## config.mk

```make
export PLATFORM = sky130hd
export DESIGN_NAME = divider_32
export DESIGN_NICKNAME = d
export VERILOG_FILES = /design/src/rtl/divider_pkg.sv /design/src/rtl/divider_step.sv /design/src/rtl/divider_32.sv
export SDC_FILE = /design/constraint.sdc
export NUM_CORES = 1
export LEC_CHECK = 0
export ABC_CLOCK_PERIOD_IN_PS = 5500
export BUFFER_PORTS_ARGS = -buffer_cell sky130_fd_sc_hd__buf_2
export CAP_MARGIN = 20
export CELL_PAD_IN_SITES_DETAIL_PLACEMENT = 0
export CELL_PAD_IN_SITES_GLOBAL_PLACEMENT = 2
export CORE_ASPECT_RATIO = 1.2
export CORE_UTILIZATION = 36
export CTS_CLUSTER_DIAMETER = 200
export DETAILED_ROUTE_END_ITERATION = 12
export PLACE_DENSITY = 0.94
export SETUP_SLACK_MARGIN = 0.5
export SLEW_MARGIN = 20
export SYNTH_ARGS = -nofsm -noshare
export SYNTH_HDL_FRONTEND = slang
export SYNTH_SLANG_ARGS = --single-unit
export TNS_END_PERCENT = 30
```

## constraint.sdc

```tcl
create_clock -name clk -period 5.5 [get_ports clk]
set_input_delay 0.275 -clock clk [delete_from_list [all_inputs] [get_ports clk]]
set_output_delay 0.275 -clock clk [all_outputs]
set_load 0.01 [all_outputs]
```

## src/rtl/divider_pkg.sv

```systemverilog
// Shared definitions for the divider_32 block: FSM state encoding and the default operand width.
package divider_pkg;

    localparam int DIVIDER_WIDTH = 32;

    typedef enum logic [1:0] {
        IDLE = 2'd0,
        BUSY = 2'd1,
        DONE = 2'd2
    } state_t;

endpackage

```

## src/rtl/divider_step.sv

```systemverilog
// One restoring-division iteration: shift in the next dividend bit, trial subtract, keep or restore.
module divider_step
    import divider_pkg::*;
#(
    parameter int WIDTH = DIVIDER_WIDTH
) (
    input  logic [WIDTH:0]   rem_in,
    input  logic             dividend_bit,
    input  logic [WIDTH-1:0] divisor,
    output logic [WIDTH:0]   rem_out,
    output logic             quotient_bit
);

    logic [WIDTH+1:0] shifted;
    logic [WIDTH+1:0] trial;

    // rem_in < divisor, so the shifted value stays below 2*divisor and the top bit of trial is the borrow.
    assign shifted      = {rem_in, dividend_bit};
    assign trial        = shifted - {2'b00, divisor};
    assign quotient_bit = ~trial[WIDTH+1];
    assign rem_out      = quotient_bit ? trial[WIDTH:0] : shifted[WIDTH:0];

endmodule

```

## src/rtl/divider_32.sv

```systemverilog
// Multi-cycle restoring divider with valid/ready handshakes on both sides.
// Signed (two's complement) operation is compiled in only when DIVIDER_32_SIGNED_EN is defined.
module divider_32
    import divider_pkg::*;
#(
    parameter int WIDTH = DIVIDER_WIDTH
) (
    input  logic             clk,
    input  logic             reset,
    input  logic             start,
    output logic             in_ready,
    input  logic [WIDTH-1:0] dividend,
    input  logic [WIDTH-1:0] divisor,
    output logic [WIDTH-1:0] quotient,
    output logic [WIDTH-1:0] remainder,
    output logic             div_by_zero,
    output logic             out_valid,
    input  logic             out_ready
);

    localparam int CNT_W = $clog2(WIDTH);

    state_t           state;
    state_t           state_next;
    logic [CNT_W-1:0] count;
    logic [WIDTH:0]   part_rem;
    logic [WIDTH-1:0] work;
    logic [WIDTH-1:0] div_reg;
    logic             accept;
    logic             divisor_zero;
    logic             last_iter;
    logic [WIDTH:0]   step_rem;
    logic             step_bit;
    logic [WIDTH-1:0] op_dividend;
    logic [WIDTH-1:0] op_divisor;
    logic [WIDTH-1:0] final_quo;
    logic [WIDTH-1:0] final_rem;

    assign accept       = start && in_ready;
    assign divisor_zero = (divisor == '0);
    assign last_iter    = (count == CNT_W'(WIDTH - 1));

    divider_step #(.WIDTH(WIDTH)) u_step (
        .rem_in       (part_rem),
        .dividend_bit (work[WIDTH-1]),
        .divisor      (div_reg),
        .rem_out      (step_rem),
        .quotient_bit (step_bit)
    );

`ifdef DIVIDER_32_SIGNED_EN
    logic neg_quo;
    logic neg_rem;

    // Divide magnitudes; the most-negative value maps to itself, which is its correct unsigned magnitude.
    assign op_dividend = dividend[WIDTH-1] ? -dividend : dividend;
    assign op_divisor  = divisor[WIDTH-1]  ? -divisor  : divisor;
    assign final_quo   = neg_quo ? -{work[WIDTH-2:0], step_bit} : {work[WIDTH-2:0], step_bit};
    assign final_rem   = neg_rem ? -step_rem[WIDTH-1:0] : step_rem[WIDTH-1:0];

    always_ff @(posedge clk) begin
        if (reset) begin
            neg_quo <= 1'b0;
            neg_rem <= 1'b0;
        end else if (accept) begin
            neg_quo <= dividend[WIDTH-1] ^ divisor[WIDTH-1];
            neg_rem <= dividend[WIDTH-1];
        end
    end
`else
    assign op_dividend = dividend;
    assign op_divisor  = divisor;
    assign final_quo   = {work[WIDTH-2:0], step_bit};
    assign final_rem   = step_rem[WIDTH-1:0];
`endif

    // NOTE: sequential state uses non-blocking (<=) so every register samples pre-edge values.
    always_ff @(posedge clk) begin
        if (reset) state <= IDLE;
        else       state <= state_next;
    end

    // NOTE: every output of this block gets a default first, so no path can infer a latch.
    always_comb begin
        state_next = state;
        in_ready   = 1'b0;
        out_valid  = 1'b0;
        case (state)
            IDLE: begin
                in_ready = 1'b1;
                if (start) state_next = divisor_zero ? DONE : BUSY;
            end
            BUSY: begin
                if (last_iter) state_next = DONE;
            end
            DONE: begin
                out_valid = 1'b1;
                if (out_ready) state_next = IDLE;
            end
            default: state_next = IDLE;
        endcase
    end

    always_ff @(posedge clk) begin
        if (reset) begin
            count       <= '0;
            part_rem    <= '0;
            work        <= '0;
            div_reg     <= '0;
            quotient    <= '0;
            remainder   <= '0;
            div_by_zero <= 1'b0;
        end else begin
            case (state)
                IDLE: begin
                    if (accept) begin
                        count    <= '0;
                        part_rem <= '0;
                        work     <= op_dividend;
                        div_reg  <= op_divisor;
                        if (divisor_zero) begin
                            quotient    <= '1;
                            remainder   <= dividend;
                            div_by_zero <= 1'b1;
                        end
                    end
                end
                BUSY: begin
                    // work shifts dividend bits out at the top while quotient bits enter at the bottom.
                    count    <= count + CNT_W'(1);
                    part_rem <= step_rem;
                    work     <= {work[WIDTH-2:0], step_bit};
                    if (last_iter) begin
                        quotient    <= final_quo;
                        remainder   <= final_rem;
                        div_by_zero <= 1'b0;
                    end
                end
                default: ;
            endcase
        end
    end

endmodule

```

Word-level counts from Yosys, hierarchy flattened
Index checks and enable logic that the tools add are counted.
{"block": "word_totals", "reg_bits": 169, "output_inout_bits": 67, "wordCells": 53}
{"block": "op_classes", "n_addsub": 2, "n_eq_ne": 8, "n_mux": 26, "bitwise": 1, "reduce_logical": 8}
{"op": "32-bit two-way mux", "n": 7}
{"op": "32-bit one-hot mux with 2 select lines", "n": 3}
{"op": "33-bit two-way mux", "n": 2}
{"op": "33-bit one-hot mux with 2 select lines", "n": 1}
{"op": "34-bit by 32-bit subtractor with 34-bit output", "n": 1}
{"op": "32-bit zero test", "n": 1}
{"op": "2-bit inequality test, second input constant", "n": 5}
{"op": "5-bit one-hot mux with 2 select lines", "n": 1}
{"op": "2-bit two-way mux", "n": 4}
{"op": "2-bit one-hot mux with 3 select lines", "n": 1}
{"op": "5-bit by 1-bit adder with 5-bit output, second input constant", "n": 1}
{"op": "5-bit == test, second input constant", "n": 1}
{"op": "1-bit two-way mux", "n": 5}
{"op": "5-bit two-way mux", "n": 1}
{"op": "2-bit AND reduction", "n": 2}
{"op": "4-bit AND reduction", "n": 1}
{"op": "3-bit AND reduction", "n": 1}
{"op": "2-bit by 1-bit == test with 1-bit output, second input constant", "n": 1}
{"op": "2-bit == test, second input constant", "n": 1}
{"op": "2-bit zero test", "n": 1}
{"op": "1-bit one-hot mux with 2 select lines", "n": 1}
{"op": "2-bit nonzero test", "n": 1}
{"op": "1-bit logical AND", "n": 1}
{"op": "1-bit NOT", "n": 1}

Depth between registers and ports, before layout
{"block": "logic_depth", "depth_word": 5, "ltp_mapped": 14}

Hierarchy
A second synthesis with hierarchy kept.
{"block": "unflattened", "cells_unflattened": 1160, "area_unflattened_um2": 9536.6}
{"module": "divider_32", "n_inst": 1, "cells_each": 821, "area_per_inst_um2": 7255.7, "seq_area_each_um2": 3383.2}
{"module": "divider_step", "n_inst": 1, "cells_each": 339, "area_per_inst_um2": 2280.9, "seq_area_each_um2": 0.0}

Worst setup path before layout
No wires, ideal clock.
{"block": "synth_timing", "path_kind": "flip-flop to flip-flop", "from": "register work[31]", "to": "register remainder[26]", "setup_ps": 103, "arrival_ps": 2624, "slack_ps": 2772, "path_stages_with_launch": 14, "n_path_buf": 0, "period_less_slack_ps": 2728, "cell_sequence": "dfxtp_1 inv_1 ha_1 inv_1 fa_1 a211oi_1 o211ai_1 nand2_1 o21ai_0 a221o_1 a21oi_1 xnor2_1 a21oi_1 a2111oi_2"}
{"block": "synth_between", "elab_chain_len": 4}
{"item": "from (decl)", "line": "divider_32.sv:27", "source": "logic [WIDTH-1:0] work;"}
{"item": "from (signal assigned)", "line": "divider_32.sv:119", "source": "work <= op_dividend;"}
{"item": "from (signal assigned)", "line": "divider_32.sv:132", "source": "work <= {work[WIDTH-2:0], step_bit};"}
{"item": "34-bit by 32-bit subtractor with 34-bit output", "line": "divider_step.sv:19", "source": "assign trial = shifted - {2'b00, divisor};"}
{"item": "33-bit two-way mux", "line": "divider_step.sv:21", "source": "assign rem_out = quotient_bit ? trial[WIDTH:0] : shifted[WIDTH:0];"}
{"item": "32-bit two-way mux", "line": "divider_32.sv:133", "source": "if (last_iter) begin"}
{"item": "32-bit one-hot mux with 2 select lines", "line": "divider_32.sv:114", "source": "case (state)"}
{"item": "to (signal assigned)", "line": "divider_32.sv:123", "source": "remainder <= dividend;"}
{"item": "to (signal assigned)", "line": "divider_32.sv:135", "source": "remainder <= final_rem;"}
{"item": "to (decl)", "line": "divider_32.sv:15", "source": "output logic [WIDTH-1:0] remainder,"}
No other way between the ends. The select of a mux whose other input is x is not followed.
A chain may end at the register's enable or synchronous reset.

Final worst setup path
Same ends and word-level chain as after synthesis.

==> run summary <==
Synth cell types - 68
crit share post-route - 62.68%
power density over the cells - 620.2 nW/um^2
Synth Cell Area - 8735 sq um
CP Capture Type - flip-flop
number of global-route vias before repair - 7293
Biggest register - part_rem
Syn Area/Cell - 8.118 sq um
Fmax achieved - 290.1 MHz
Final Max Tran Viols - 0
sequential area share after synthesis - 38.73%
WL final - 24490 microns
worst-path fanout max - 3
Mapped Nets - 1179
clk buf depth - 2
Seq cells post-synth - 169
clock-pin slew on the worst setup and hold paths - 0.07 ns
die height - 172.6 microns
WHS - 0.08099 ns
Post-synth EDFFs - 0
Mapped Cells - 1076
PortBufs - 134
worst vdd ir - 0.4824 mV
cts repair resizes - 0
crit path DAT - 3.78 ns
clock buffer count from CTS - 17
max FFs per register - 33
vias - 7984
hpwl dp - 17860 microns
Cell Area, Placed - 9607 sq um
share of the synthesized area in the top cell type - 38.73%
drt first pass iters - 5
total negative slack - 0 ns
area delta synth->final - 16.70%
clk sinks - 169
Post-DRT Antenna Nets - 0
final net count - 1263
post-CTS setup buffers - 0
Starting Density - 36.56%
first-pass GRT wire length - 38890 microns
largest net degree at the start of global routing - 88
share of post-route cells with drive strength above 1 - 20.63%
reg2reg setup slack - 2.05 ns
top cells by count, synth - nand2_1, dfxtp_1, a21oi_1
Tot GR Track Use - 19.70%
design area - 10190 sq um
number of vias per cell - 5.348
Worst Path Required - 5.83 ns
Fin. Hold Viols - 0
Clock Latency Late Sink - 0.44 ns
Ant. Diodes - 0
Max-Cap Viols - 0
hold_buf cts - 0
Yosys top cell by area - dfxtp_1
ys async rst share - 0%
FP Rows - 62
leakage power - 4.148 nW
CTS tree - done
Slew HR - 28.44%
critical path type - flip-flop to flip-flop
Primary FF master, synth - dfxtp_1
Root Buffer - clkbuf_16
WL per Instance - 16.41 microns
Die ar. - 24890 sq um
yosys synthesis warning count - 0
CP startpoint kind - flip-flop
leading post-synthesis cells by cell area - dfxtp_1, nand2_1, a21oi_1
unrepaired setup endpoints after global routing - no
grt ovf - 0
Die W - 144.2 microns
skew final - 0.009843 ns
status - completed
most frequent cell after synthesis - nand2_1
H-tree levels - 4
initial detailed-routing violation count - 524
final setup violation count - 0
IO Count - 135
Worst Hold Class - input pin to flip-flop
Core Region - 23890 sq um
Worst Tran Pin Value - 1.073 ns
initial antenna violation count - 0
DRC Markers - 0
gpl congestion - 0.8697
fin crit period - 3.447 ns
## routing by layer
layer | track usage (%) | routed length (microns)
met5 | 0 | 0
met3 | 3.129 | 1014
met4 | 5.263 | 291
met2 | 30.33 | 10780
met1 | 28.28 | 12410
## worst paths after layout
kind                     from            end  cells past startpoint
setup reg to reg     work[31]  remainder[26]                     13
hold / removal    divisor[28]    div_reg[28]                      3
hold reg to reg   div_reg[16]    div_reg[16]                      2
setup / recovery     work[31]  remainder[26]                     13
## cell families after synthesis
logic type      synth area share [%]
simple gates                   19.83
compound gates                 27.15
buf+inv                        5.629
mux                           0.4584
xor+xnor                       3.108
fa+ha+maj                      5.100
flops                          38.73
## report_power, final
part / internal, W / total (W) / switching (W)
Clock: 0.000622 / 0.00119 / 0.000572
Sequential: 0.00137 / 0.00151 / 0.000146
Combinational: 0.00139 / 0.00361 / 0.00223
## cells in the final DEF, fill, tap and decap left out, types with 5 or more instances in the layout
cell type,netlist,routed
buf_4,2,11
a211oi_1,7,7
dfxtp_1,169,169
and2_1,7,6
inv_1,36,36
ha_1,34,34
nand2_1,214,213
o21bai_1,5,5
nor2_1,89,89
nand4_1,6,6
xor2_1,14,13
a311oi_1,40,40
o21ai_1,5,5
a31oi_1,27,27
o221a_2,31,31
inv_8,0,7
nand2b_1,10,9
a21oi_1,98,98
nor4_1,9,9
a311oi_2,14,14
a21o_1,12,12
and3_1,11,11
o211ai_1,13,13
buf_2,15,133
o21ai_0,31,31
o21a_1,5,5
nand3_1,13,13
clkbuf_16,0,17
nor3_1,21,21
xnor2_1,17,16
## worst max-delay path, stage by stage (launching register included)
cell       delay, ns
dfxtp_1         0.36
inv_1           0.08
ha_1            0.16
inv_1           0.05
fa_1            0.42
a211oi_1        0.32
o211ai_1        0.17
nand2_1         0.17
o21ai_0         0.19
a221o_1         0.44
a21oi_1         0.29
xnor2_1         0.22
a21oi_1         0.15
a2111oi_2       0.34
## per-stage QoR
stage                     utilization, %  total power (W)  instances  worst slack, ns
after floorplan                        -         0.004329       1076            2.772
after global placement             40.21         0.005133       1461            2.093
after detailed placement           40.21         0.005129       1461            2.087
after CTS                          42.66         0.006337       1493            2.048
after global routing               42.66         0.006752       1493            1.793
final                              42.66         0.006322       1493            2.053
## area by class of cell
class / instances / area, sq um
fill: 2513 / 13700
clock buffer: 18 / 439.2
multi-input combinational: 789 / 4896
timing repair buffer: 146 / 788.3
inverter: 37 / 138.9
sequential: 169 / 3383
tap: 320 / 400.4
clock inverter: 14 / 147.6
(Power assumes the default switching activity.)
